===== config.mk =====
export PLATFORM = sky130hd
export DESIGN_NAME = midi_voice_alloc
export DESIGN_NICKNAME = d
export VERILOG_FILES = /design/src/rtl/midi_voice_alloc.sv
export SDC_FILE = /design/constraint.sdc
export NUM_CORES = 1
export LEC_CHECK = 0
export CAP_MARGIN = 15
export CORE_MARGIN = 1.5
export CORE_UTILIZATION = 43
export DETAILED_ROUTE_END_ITERATION = 7
export DONT_BUFFER_PORTS = 1
export PLACE_DENSITY = 0.69
export REMOVE_ABC_BUFFERS = 1
export SYNTH_ARGS = -nofsm -noshare
export SYNTH_HDL_FRONTEND = slang
export SYNTH_SLANG_ARGS = --single-unit

===== constraint.sdc =====
create_clock -name clk -period 7.7 [get_ports clk]
set_input_delay 0.77 -clock clk [delete_from_list [all_inputs] [get_ports clk]]
set_output_delay 0.77 -clock clk [all_outputs]
set_load 0.02 [all_outputs]

===== src/rtl/midi_voice_alloc.sv =====
// Polyphonic voice allocator fed by the MIDI parser.
// Retrigger a held note, else lowest free voice, else steal the oldest.
module midi_voice_alloc #(
  parameter int NUM_VOICES = 8,
  parameter int CHANNEL    = 0,
  parameter bit OMNI       = 1'b0,
  localparam int VW        = $clog2(NUM_VOICES)
) (
  input  logic                    clk,
  input  logic                    rst,
  input  logic                    msg_valid,
  input  logic [6:0]              status,
  input  logic [6:0]              data1,
  input  logic [6:0]              data2,
  output logic                    busy,
  output logic                    overrun,
  output logic [NUM_VOICES-1:0]   voice_gate,
  output logic [NUM_VOICES*7-1:0] voice_note,
  output logic [NUM_VOICES*7-1:0] voice_vel,
  output logic                    upd_valid,
  output logic [VW-1:0]           upd_voice,
  output logic [6:0]              upd_note,
  output logic [6:0]              upd_vel,
  output logic                    upd_gate,
  output logic                    all_off
);

  typedef enum logic [1:0] {
    IDLE, SCAN, COMMIT, CLEAR
  } state_t;

  state_t state, state_nx;

  logic [NUM_VOICES-1:0] gate_q;
  logic [6:0]            note_q [NUM_VOICES];
  logic [6:0]            vel_q  [NUM_VOICES];
  logic [VW-1:0]         age_q  [NUM_VOICES];

  logic [VW-1:0] idx;
  logic          lon;
  logic [6:0]    lnote;
  logic [6:0]    lvel;
  logic          match_found;
  logic          free_found;
  logic [VW-1:0] match_idx;
  logic [VW-1:0] free_idx;
  logic [VW-1:0] old_idx;
  logic [VW-1:0] target;

  logic ch_ok, is_on, is_off, is_all, accept;

  always_comb begin
    ch_ok  = OMNI || (status[3:0] == 4'(CHANNEL));
    is_on  = (status[6:4] == 3'b001) && (data2 != 7'd0);
    is_off = ((status[6:4] == 3'b001) && (data2 == 7'd0))
          || (status[6:4] == 3'b000);
    is_all = (status[6:4] == 3'b011) && (data1 == 7'd123);
    accept = msg_valid && (state == IDLE) && ch_ok;
  end

  always_comb begin
    target = old_idx;
    if (match_found)     target = match_idx;
    else if (free_found) target = free_idx;
  end

  assign busy       = (state != IDLE);
  assign voice_gate = gate_q;

  always_comb begin
    voice_note = '0;
    voice_vel  = '0;
    for (int i = 0; i < NUM_VOICES; i++) begin
      voice_note[7*i +: 7] = note_q[i];
      voice_vel[7*i +: 7]  = vel_q[i];
    end
  end

  always_ff @(posedge clk) begin
    if (rst) state <= IDLE;
    else     state <= state_nx;
  end

  always_comb begin
    state_nx = state;
    unique case (state)
      IDLE: begin
        if (accept && (is_on || is_off)) state_nx = SCAN;
        else if (accept && is_all)       state_nx = CLEAR;
      end
      SCAN:
        if (idx == VW'(NUM_VOICES - 1)) state_nx = COMMIT;
      COMMIT:  state_nx = IDLE;
      CLEAR:   state_nx = IDLE;
      default: state_nx = IDLE;
    endcase
  end

  always_ff @(posedge clk) begin
    if (rst) begin
      gate_q      <= '0;
      idx         <= '0;
      lon         <= 1'b0;
      lnote       <= '0;
      lvel        <= '0;
      match_found <= 1'b0;
      free_found  <= 1'b0;
      match_idx   <= '0;
      free_idx    <= '0;
      old_idx     <= '0;
      overrun     <= 1'b0;
      upd_valid   <= 1'b0;
      upd_voice   <= '0;
      upd_note    <= '0;
      upd_vel     <= '0;
      upd_gate    <= 1'b0;
      all_off     <= 1'b0;
      for (int i = 0; i < NUM_VOICES; i++) begin
        note_q[i] <= '0;
        vel_q[i]  <= '0;
        age_q[i]  <= VW'(i);
      end
    end else begin
      upd_valid <= 1'b0;
      all_off   <= 1'b0;
      overrun   <= msg_valid && busy;
      unique case (state)
        IDLE: begin
          if (accept && (is_on || is_off)) begin
            lon         <= is_on;
            lnote       <= data1;
            lvel        <= data2;
            idx         <= '0;
            match_found <= 1'b0;
            free_found  <= 1'b0;
          end
        end
        SCAN: begin
          idx <= idx + VW'(1);
          if (gate_q[idx] && note_q[idx] == lnote && !match_found) begin
            match_found <= 1'b1;
            match_idx   <= idx;
          end
          if (!gate_q[idx] && !free_found) begin
            free_found <= 1'b1;
            free_idx   <= idx;
          end
          if (age_q[idx] == VW'(NUM_VOICES - 1)) old_idx <= idx;
        end
        COMMIT: begin
          if (lon) begin
            gate_q[target] <= 1'b1;
            note_q[target] <= lnote;
            vel_q[target]  <= lvel;
            // Age is a rank: voices younger than the target shift back one.
            for (int j = 0; j < NUM_VOICES; j++)
              if (age_q[j] < age_q[target])
                age_q[j] <= age_q[j] + VW'(1);
            age_q[target] <= '0;
            upd_valid <= 1'b1;
            upd_voice <= target;
            upd_note  <= lnote;
            upd_vel   <= lvel;
            upd_gate  <= 1'b1;
          end else if (match_found) begin
            gate_q[match_idx] <= 1'b0;
            upd_valid <= 1'b1;
            upd_voice <= match_idx;
            upd_note  <= note_q[match_idx];
            upd_vel   <= vel_q[match_idx];
            upd_gate  <= 1'b0;
          end
        end
        CLEAR: begin
          gate_q  <= '0;
          all_off <= 1'b1;
        end
        default: ;
      endcase
    end
  end

endmodule

# --- After elaboration in Yosys (flattened, before gate mapping) ---
# Memory sizes are Yosys's and may differ from the RTL's. A register that Yosys moved wholly into a read port is not among the register bits.
# Cells that the tools add are included.
word_totals:
  reg_bits: 60
  latchBits: 0
  ramBits: 136
  rom_bits: 0
  input_bits: 24
  wordCells: 212
  mem_count: 3
mem_list:
  columns: ["memory", "words", "width", "rd", "rd_clocked_by_memory_dff", "wr", "line", "rtl"]
  rows:
  - ["note_q", 8, 7, 10, 2, 8, "35", "logic [6:0] note_q [NUM_VOICES];"]
  - ["vel_q", 8, 7, 9, 1, 8, "36", "logic [6:0] vel_q [NUM_VOICES];"]
  - ["age_q", 8, 3, 10, 1, 9, "37", "logic [VW-1:0] age_q [NUM_VOICES];"]
op_classes:
  n_addsub: 9
  multipliers: 0
  n_div: 0
  n_lt_le_gt_ge: 13
  eq_ne: 15
  n_shift: 0
  mux: 101
  n_bitwise: 12
  n_reduce_logical: 41
ops:
  columns: ["op", "count"]
  rows:
  - ["$mux W3", 23]
  - ["$mux W1", 59]
  - ["$mux W7", 6]
  - ["$add A3 B1 Y3 const B", 9]
  - ["$lt A3 B3 Y1", 8]
  - ["$mux W8", 2]
  - ["$pmux W8 S2", 1]
  - ["$reduce_and A2 Y1", 8]
  - ["$reduce_or A7 Y1", 2]
  - ["$logic_and A1 B1 Y1", 13]
  - ["$lt A3 B4 Y1 const B", 3]
  - ["$and A8 B8 Y8", 1]
  - ["$not A8 Y8", 1]
  - ["$or A1 B1 Y1", 8]
  - ["$or A8 B8 Y8", 1]
  - ["$reduce_bool A2 Y1", 4]
  - ["$eq A7 B7 Y1", 1]
  - ["$eq A7 B7 Y1 const B", 1]
  - ["$logic_not A7 Y1", 1]
  - ["$reduce_bool A7 Y1", 1]
  - ["$demux W1 S3", 2]
  - ["$eq A3 B3 Y1 const B", 2]
  - ["$ge A3 B1 Y1 const B", 2]
  - ["$mux W2", 3]
  - ["20 further kinds", 29]

# --- Logic depth before layout (Yosys ltp) ---
# Gate-level depths: netlist (run 1).
# An unclocked memory read counts as a cell.
logic_depth:
  depth_word: 10
  ltp_mapped: 13
  ltp_nobuf: 11

# --- Worst setup path after synthesis (run 1) ---
# OpenSTA, ideal clock, no wires.
synth_timing:
  path_kind: "register -> register"
  startpoint: "reg free_found"
  endpoint: "mem age_q[4][2] (netlist name)"
  setup_ps: 74
  t_arrival_ps: 3178
  required_ps: 7626
  path_slack_ps: 4448
  path_stages_with_launch: 11
  path_buffers: 2
  period_less_slack_ps: 3252
  path_cell_list: "dfxtp_1 -> buf_6 -> mux2i_1 -> o21ai_1 -> buf_2 -> mux4_2 -> mux2i_1 -> ha_1 -> a311o_1 -> or4_1 -> a31oi_1"
synth_lines:
  columns: ["item", "line", "rtl"]
  rows:
  - ["from (decl)", "44", "logic free_found;"]
  - ["from (signal assigned)", "107", "free_found <= 1'b0;"]
  - ["from (signal assigned)", "135", "free_found <= 1'b0;"]
  - ["from (signal assigned)", "145", "free_found <= 1'b1;"]
  - ["to (decl)", "37", null]

==> results of run 1 <==
==> power by group <==
group	switching, uW	internal [uW]
registers	57.9	1160
logic	68.2	50.0
clock network	443	663
==> per-layer routing <==
metal	track usage	wire (um)	up-vias	part of all wire
met5	0	0	-	0
met4	0.08442	879	0	0.029
met3	0.06165	2831	55	0.092
met2	0.4095	15130	360	0.49
met1	0.2955	11940	3810	0.39
li1	-	-	3472	-
==> cells in the final DEF, fill, tap and decap left out, drive strengths merged, types with 12 or more instances in the layout <==
cell / count
and2: 113
edfxtp: 112
nand2: 106
dfxtp: 90
nor2: 65
a21oi: 56
mux2i: 47
mux4: 46
o21ai: 37
clkbuf: 27
inv: 24
ha: 18
buf: 15
nand3: 12
a31oi: 12
==> sequential cells by signal, indices dropped and copies added (netlist names), 7 cells and up, named ones only <==
| name | flops |
|---|---|
| vel_q | 56 |
| voice_gate | 8 |
| note_q | 56 |
| upd_note | 7 |
| lvel | 7 |
| upd_vel | 7 |
| age_q | 24 |
| lnote | 7 |
==> layout make-up <==
type / instances / area (sq um)
Fill cell: 2096 / 12170
Inverter: 24 / 90.09
Clock buffer: 27 / 569.3
Sequential cell: 202 / 5166
Timing Repair Buffer: 15 / 132.6
Multi-Input combinational cell: 660 / 4902
Clock inverter: 13 / 183.9
Tap cell: 319 / 399.1
==> worst max-delay path: stages, from the launching register on <==
cell and delay [ps]:
dfxtp_1 800, nand2_1 160, o21ai_1 520, mux4_2 600
mux2i_1 790, ha_1 410, a311o_1 390, or4_1 500
a31oi_1 170
==> logic make-up after synthesis <==
family	after synthesis
multiplexers	97
buffers and inverters	94
adder cells (fa/ha/maj)	24
AND/OR/NAND/NOR	350
flip-flops	202
XOR/XNOR	7
AO/OA/AOI/OAI	182
==> metrics by stage <==
step	setup WS [ps]	utilization
2_1_floorplan	4112	-
3_3_place_gp	3499	0.4513
3_5_place_dp	3358	0.4513
4_1_cts	3371	0.4832
5_1_grt	2958	0.4846
6_report	3306	0.4846
==> worst min-delay path by stage <==
stage           startpoint           to  slack (ps)  cells past startpoint
6_report               rst     lnote[3]         350                      1
5_1_grt                rst  upd_note[0]         330                      1
4_1_cts                rst     lnote[3]         310                      1
3_5_place_dp   free_idx[0]  free_idx[0]         490                      2
3_3_place_gp    old_idx[0]   old_idx[0]         480                      2
2_1_floorplan   old_idx[0]   old_idx[0]         460                      2
==> results.ini, run 1 <==
[sta]
worst_slew_pin_slew_ps=1194
setup_viol=0
hold-worst-slack_ps=348.8
slew_violations=0
period_needed_ps=4394
max_freq_mhz=227.6
rsz0062_at_grt=false
finalCritPeriodShare=0.5707
hold_violations=0
tns_ps=0
slew_headroom=0.2037
fin_skew_ps=32.75

[power_and_ir_drop]
p_per_area_nw_per_um2=213.7
power.total_uw=2445
leakagePower_uw=0.004000
peakVddDrop_uv=132.8

[final_layout]
antenna_cells=0
fin_area_sq_um=11440
drive_gt1_frac=0.1169
area_delta_synth_final_pct=9.757
nets=967
finalNonFillerCells=1260

[placement]
dpl-instance-area_sq_um=10660
io_buffers=0
dp_cells=1218
hpwl_um=20000
gp_congestion=0.8718

[synth]
yosys_warnings=0
synth.top_cells.by_count=and2_1, edfxtp_1, nand2_1, dfxtp_1, nor2_1
synth_adder_area_share=0.02736
synth_ff_type=edfxtp_1
ys_seq_area_frac=0.4954
syn_area_sq_um=10430
async_flop_share=0
synth_edf_count=112
synth-xor-area-share=0.005880
yosysUniqueCellTypes=69
synthMuxAreaShare=0.1492
avgSynthCellArea_sq_um=10.91
synth_area_leaders=edfxtp_1, dfxtp_1, mux4_2
synth_top_family_by_area=simple AND/OR/NAND/NOR gates
yosys.area_share.simple=0.1706
synth_compound_area_frac=0.1151
synth_cells=956
yosys.area.top_type=edfxtp_1
synth_top_area_frac=0.3226
synth-seq-cells=202

[setup_path]
cp_data_arrival_time_ps=4860
end_kind=register
worstSetupStartpointType=register
timing.rr.start=match_found
cp-endpoint=age_q[5][2]
r2r_end=age_q[5][2]
worst-path-max-fanout=18
cp.required_ps=8170
r2r.worst_path.cells=8
r2r_slack_ps=3310
critical_path.startpoint=match_found
critPathKind=register to register

[cts]
postCtsResizedCells=0
cts_sinks=202
clk_latency_ps=540
clk_pin_slew_ps=60
numCtsBuffers=22
cts_tree=yes
clock_path_buffers=3
post_cts_buffers=0
postCtsHoldBufs=0
root_buffer=clkbuf_16
htreeDepth=1

[grt]
track_usage=0.2408
grt_max_degree=68
antenna_found_initial=0
grt_pass1_wl_um=46240
grt_pass1_vias=7424
grt_overflow=0

[detailed_routing]
routed_via_density=6.109
avgRoutedWirePerCell_um=24.43
dr.pass1.iters=5
antenna_left=0
dr_total_vias=7697
drt-total-wl_um=30780
drc=0
initialDrtViolationCount=881

[min_path]
hold_path.class=input pin to register

[die]
die_w_um=158.7
num_io_pins=166
die_y_um=158.7
core_area_sq_um=23610
start_util=0.4416
row_count=56
die_area_sq_um=25190

[run]
cap_violations=0

[outcome]
status=completed

(Power assumes the default switching activity.)
==> run 2: changes to the inputs <==
==> constraint.sdc (replaced) <==
create_clock -name clk -period 4.2 [get_ports clk]
set_input_delay 0.42 -clock clk [delete_from_list [all_inputs] [get_ports clk]]
set_output_delay 0.42 -clock clk [all_outputs]
set_load 0.02 [all_outputs]
==> run 2 against run 1 <==
First-iteration DRC count fell by 15%. Via count increased by 1.5%. Sequential power grew 84%. Sequential cell count is the same. Routed wire length grew 1.7%. Count of clock-buffer cells in the layout grew 5. Sequential share of layout area decreased by 0.34 points. Combinational power grew 97%. Register-to-register slack got worse by 2600 ps. Design area rose by 0.77%. Non-clock buffer count rose by 13. Critical path depth stayed put. Critical path type unchanged.
==> results.ini, run 2 (synthesis results as in run 1) <==
[die]
num_io_pins=166  ; unchanged
start_util=0.4416  ; unchanged
die_w_um=158.7  ; unchanged
core_area_sq_um=23610  ; unchanged
die_y_um=158.7  ; unchanged
die_area_sq_um=25190  ; unchanged
row_count=56  ; unchanged

[sta]
max_freq_mhz=290.0  ; +27%
hold_violations=0  ; unchanged
setup_viol=0  ; unchanged
rsz0062_at_grt=false
slew_headroom=0.3504  ; +0.1467
finalCritPeriodShare=0.8210  ; +0.2504
period_needed_ps=3448  ; -945.8 ps
slew_violations=0  ; unchanged
setup_slack_ps=751.6  ; -2554 ps
tns_ps=0  ; unchanged
fin_skew_ps=15.49  ; -17.25 ps
worst_slew_pin_slew_ps=973.3  ; -220.9 ps

[setup_path]
crit_family=compound AO/OA/AOI/OAI gates
cpMostUsedCell=mux2i_1
crit_buf_inv=0  ; unchanged
worstSetupStartpointType=register
timing.rr.start=free_found
end_kind=register
r2r_slack_ps=750  ; -2550 ps
cp_slowest_stage_delay_ps=620  ; -180 ps
critPathKind=register to register
cp_slowest_cell=o21ai_1
worst-path-max-fanout=11  ; -7
r2r_end=age_q[5][2]
cp_data_arrival_time_ps=3900  ; -960 ps
cp.required_ps=4650  ; -3520 ps
path_cells=mux2i_1 > o21ai_1 > mux4_2 > mux2i_1 > ha_1 > a311o_1 > or4_1 > a31oi_1
r2r.worst_path.cells=8  ; unchanged

[min_path]
whs_path_depth=2  ; +1
worstHoldStart=data1[5]
hold_path.class=input pin to register
hold_path_end=lnote[5]

[power_and_ir_drop]
p_switching_uw=1058  ; +86%
leakagePower_uw=0.004056  ; +1.4%
comb_power_share=0.052  ; +0.004
pwr-share-clk=0.443  ; -0.010
peakVddDrop_uv=261.1  ; +97%
p_per_area_nw_per_um2=385.1  ; +80%
seqPwrFrac=0.505  ; +0.006
internal-power_uw=3383  ; +80%
sw_frac_of_total=0.2383  ; +0.005574

[cts]
numCtsBuffers=22  ; unchanged
cts_tree=yes
clock_path_buffers=3  ; unchanged
root_buffer=clkbuf_16
clk_pin_slew_ps=60  ; about the same
clk_latency_ps=530  ; about the same
htreeDepth=1  ; unchanged
cts_sinks=202  ; unchanged

[placement]
hpwl_um=20510  ; +2.6%
io_buffers=0  ; unchanged
pre_cts_ws_ps=789.2  ; -2568 ps
gp_congestion=0.8742  ; +0.28%

[detailed_routing]
routed_via_density=6.139  ; +0.50%
drt-total-wl_um=31290  ; +1.7%
dr.pass1.iters=7  ; +2
drc=0  ; unchanged
dr_total_vias=7815  ; +1.5%
initialDrtViolationCount=753  ; -15%
antenna_left=0  ; unchanged
avgRoutedWirePerCell_um=24.58  ; +0.61%

[outcome]
status=completed

[grt]
grt_overflow=0  ; unchanged
antenna_found_initial=0  ; unchanged
track_usage=0.2444  ; +0.003611
grt_max_degree=49  ; -28%
grt_pass1_vias=7443  ; +0.26%
grt_pass1_wl_um=46850  ; +1.3%

[final_layout]
reg_top3=note_q (56), vel_q (56), age_q (24)
nets=980  ; +1.3%
drive_gt1_frac=0.1268  ; +0.009937
antenna_cells=0  ; unchanged
area_delta_synth_final_pct=10.60
fillers=2080  ; -0.76%
final_cell_mix=and2_1, edfxtp_1, nand2_1

[run]
cap_violations=0  ; unchanged

[run 2: cell type report]
type                       count  area (sq um)  share of cell area
timing repair buffer          28         245.2             0.02127
sequential                   202          5166              0.4480
multi-input combinational    660          4897              0.4247
tap                          319         399.1             0.03461
clock buffer                  32         618.1             0.05360
inverter                      24         90.09            0.007812
clock inverter                 8         115.1            0.009983
[run 2: per-stage QoR]
| step | hold WS [ps] | power, uW | utilization | instance area (sq um) | cells |
|---|---|---|---|---|---|
| detailed placement | 484.6 | 2500 | 0.4549 | 10740 | 1230 |
| global placement | 474.1 | 2496 | 0.4549 | 10740 | 1230 |
| floorplan | 463.0 | 2415 | - | 10140 | 886 |
| global route | 14.80 | 4565 | 0.4883 | 11530 | 1273 |
| CTS | 16.05 | 4465 | 0.4875 | 11510 | 1272 |
| finish | 27.29 | 4441 | 0.4883 | 11530 | 1273 |
[run 2: repair_timing]
action | 4_1_cts | 5_1_grt
gates resized for setup | 0 | 0
hold buffers | 2 | 0
setup buffers | 0 | 0
hold endpoints to repair | 54 | 0
[run 2: layer usage]
layer,global-route usage,vias to the layer above,share of wire
met4,0.1061,0,0.037
met1,0.3000,3864,0.37
met2,0.4027,393,0.49
met3,0.06688,71,0.10
li1,-,3487,-
met5,0,-,0
[run 2: worst max path at each step]
stage,from,to,slack (ps),cells past startpoint
after CTS,free_found,age_q[4][2],770,8
after global routing,free_found,age_q[4][2],550,8
after global placement,free_found,age_q[4][2],850,8
after floorplan,match_found,age_q[5][2],610,8
final,free_found,age_q[5][2],750,8
after detailed placement,free_found,age_q[4][2],790,8
[run 2: power groups by stage]
stage / logic (uW) / registers, uW / clock network (uW)
floorplan: 155 / 2260 / 0
global placement: 214 / 2280 / 0
detailed placement: 217 / 2280 / 0
CTS: 231 / 2240 / 1990
global route: 251 / 2250 / 2070
finish: 232 / 2240 / 1970
==> run 3: changes to the inputs <==
--- a/config.mk
+++ b/config.mk
@@ -10,7 +10,7 @@
 export CORE_UTILIZATION = 43
 export DETAILED_ROUTE_END_ITERATION = 7
 export DONT_BUFFER_PORTS = 1
-export PLACE_DENSITY = 0.69
+export PLACE_DENSITY = 0.71
 export REMOVE_ABC_BUFFERS = 1
 export SYNTH_ARGS = -nofsm -noshare
 export SYNTH_HDL_FRONTEND = slang
==> constraint.sdc (replaced) <==
create_clock -name clk -period 2.8 [get_ports clk]
set_input_delay 0.28 -clock clk [delete_from_list [all_inputs] [get_ports clk]]
set_output_delay 0.28 -clock clk [all_outputs]
set_load 0.02 [all_outputs]
==> run 3 against run 2 <==
Clock skew rose by 11 ps. Largest power group unchanged. Non-clock buffer count grew 94. Critical endpoint unchanged. Hold slack about the same. The run now ends with setup timing left.
==> results.ini, run 3 (synthesis results as in run 1) <==
[die]
row_count=56  ; unchanged
die_area_sq_um=25190  ; unchanged
start_util=0.4416  ; unchanged
core_area_sq_um=23610  ; unchanged
die_w_um=158.7  ; unchanged
die_y_um=158.7  ; unchanged
num_io_pins=166  ; unchanged

[sta]
setup_viol=3  ; +3
setup_slack_ps=-68.76  ; -820.4 ps
period_needed_ps=2869  ; -579.6 ps
worst_slew_pin_slew_ps=719.9  ; -253.5 ps
finalCritPeriodShare=1.025  ; +0.2035
rsz0062_at_grt=true
hold_violations=0  ; unchanged
fin_skew_ps=26.02  ; +10.53 ps
slew_violations=0  ; unchanged
slew_headroom=0.5201  ; +0.1697
max_freq_mhz=348.6  ; +20%

[grt]
use_met2=0.4220  ; +0.01934
gr-max-usage-layer=met2
grt_max_degree=56  ; +14%
grt_pass1_wl_um=49740  ; +6.2%
grt_overflow=0  ; unchanged
antenna_found_initial=0  ; unchanged
met3_usage=0.06531  ; -0.001567
grt_pass1_vias=8166  ; +9.7%
track_usage=0.2575  ; +0.01312
grt_use_met1=0.3202  ; +0.02016

[outcome]
status=complete, but fails checks
violations=setup timing

[power_and_ir_drop]
sw_frac_of_total=0.2345  ; -0.003787
pwr-share-clk=0.456  ; +0.013
seqPwrFrac=0.477  ; -0.028
internal-power_uw=5353  ; +58%
leakagePower_uw=0.004575  ; +13%
p_per_area_nw_per_um2=557.4  ; +45%
peakVddDrop_uv=357.4  ; +37%
p_switching_uw=1640  ; +55%
comb_power_share=0.067  ; +0.015

[final_layout]
antenna_cells=0  ; unchanged
nets=1076  ; +9.8%
area_delta_synth_final_pct=20.34
final_cell_mix=and2_1, edfxtp_1, nand2_1
finalNonFillerCells=1369  ; +7.5%
reg_top3=note_q (56), vel_q (56), age_q (24)
drive_gt1_frac=0.2124  ; +0.08555

[detailed_routing]
antenna_left=0  ; unchanged
avgRoutedWirePerCell_um=24.10  ; -2.0%
dr.pass1.iters=7  ; unchanged
initialDrtViolationCount=900  ; +20%
drt-total-wl_um=32990  ; +5.4%
routed_via_density=6.072  ; -1.1%
drc=0  ; unchanged
dr_total_vias=8313  ; +6.4%

[cts]
cts_tree=yes
clk_pin_slew_ps=60  ; about the same
cts_sinks=202  ; unchanged
numCtsBuffers=22  ; unchanged
htreeDepth=1  ; unchanged
clk_latency_ps=540  ; about the same
root_buffer=clkbuf_16
clock_path_buffers=3  ; unchanged

[setup_path]
critPathKind=register to register
end_kind=register
r2r_slack_ps=-70  ; -820 ps
worst-path-max-fanout=5  ; -6
worstSetupStartpointType=register
cp.required_ps=3260  ; -1390 ps
cp_data_arrival_time_ps=3330  ; -570 ps

[placement]
dp_cells=1308  ; +6.3%
pre_cts_ws_ps=-274.3  ; -1064 ps
io_buffers=0  ; unchanged
gp_congestion=0.9037  ; +3.4%
hpwl_um=22240  ; +8.4%

[run]
cap_violations=0  ; unchanged

[min_path]
hold_path.class=input pin to register

==> run 3: changes by cell type in the layout (fill, tap and decap cells not counted), moves of 3 or more <==
cell / change
a2111oi_0: -4
buf_12: +5
buf_4: +72
dlygate4sd3_1: +15
mux2i_1: -3
==> run 3: area by class of cell <==
cell class                      instances  area (sq um)
Clock inverter                          9         177.7
Multi-Input combinational cell        662          5029
Fill cell                            1996         11070
Inverter                               24         90.09
Sequential cell                       202          5169
Clock buffer                           31         624.3
Tap cell                              319         399.1
Timing Repair Buffer                  122          1059
==> run 3: worst paths after layout <==
| path | end | from | depth (start not counted) |
|---|---|---|---|
| max | age_q[5][2] | free_found | 9 |
| min | age_q[3][2] | rst | 3 |
| max reg2reg | age_q[5][2] | free_found | 9 |
| min reg2reg | old_idx[1] | old_idx[1] | 2 |
==> run 3: timing repair <==
item | CTS | global route
endpoints found under the setup margin | 15 | 16
pin swaps | 2 | 13
endpoints found under the hold margin | 62 | 0
hold buffers | 17 | 0
gates resized for setup | 10 | 18
cloned | 0 | 2
setup buffers | 0 | 2
==> run 3: critical path: stages (launching register included) <==
cell and delay [ps]:
dfxtp_2 330, buf_4 150, mux2i_1 150, o21ai_2 270, mux4_2 390, mux2i_4 240
ha_1 290, a311o_1 360, or4_1 480, a31oi_1 160
==> run 3: layer usage <==
layer	up-vias	part of all wire
met3	90	0.095
met1	4111	0.39
li1	3692	-
met5	-	0
met2	420	0.48
met4	0	0.039
==> run 3: power groups by stage <==
stage | registers, uW | clock network [uW] | logic, uW
floorplan | 3390 | 0 | 232
global placement | 3390 | 0 | 403
detailed placement | 3390 | 0 | 414
CTS | 3330 | 3210 | 461
global route | 3340 | 3320 | 504
finish | 3330 | 3190 | 471
==> run 3: stage by stage <==
stage	total power, uW	TNS (ps)	util	hold WS [ps]	instance area (sq um)
2_1_floorplan	3623	-22490	-	349.1	10140
3_3_place_gp	3793	-1035	0.4828	369.8	11400
4_1_cts	6998	-249.3	0.5269	7.017	12440
6_report	6993	-187.9	0.5314	26.90	12550
3_5_place_dp	3807	-1919	0.4828	372.3	11400
5_1_grt	7160	-696.0	0.5314	38.17	12550
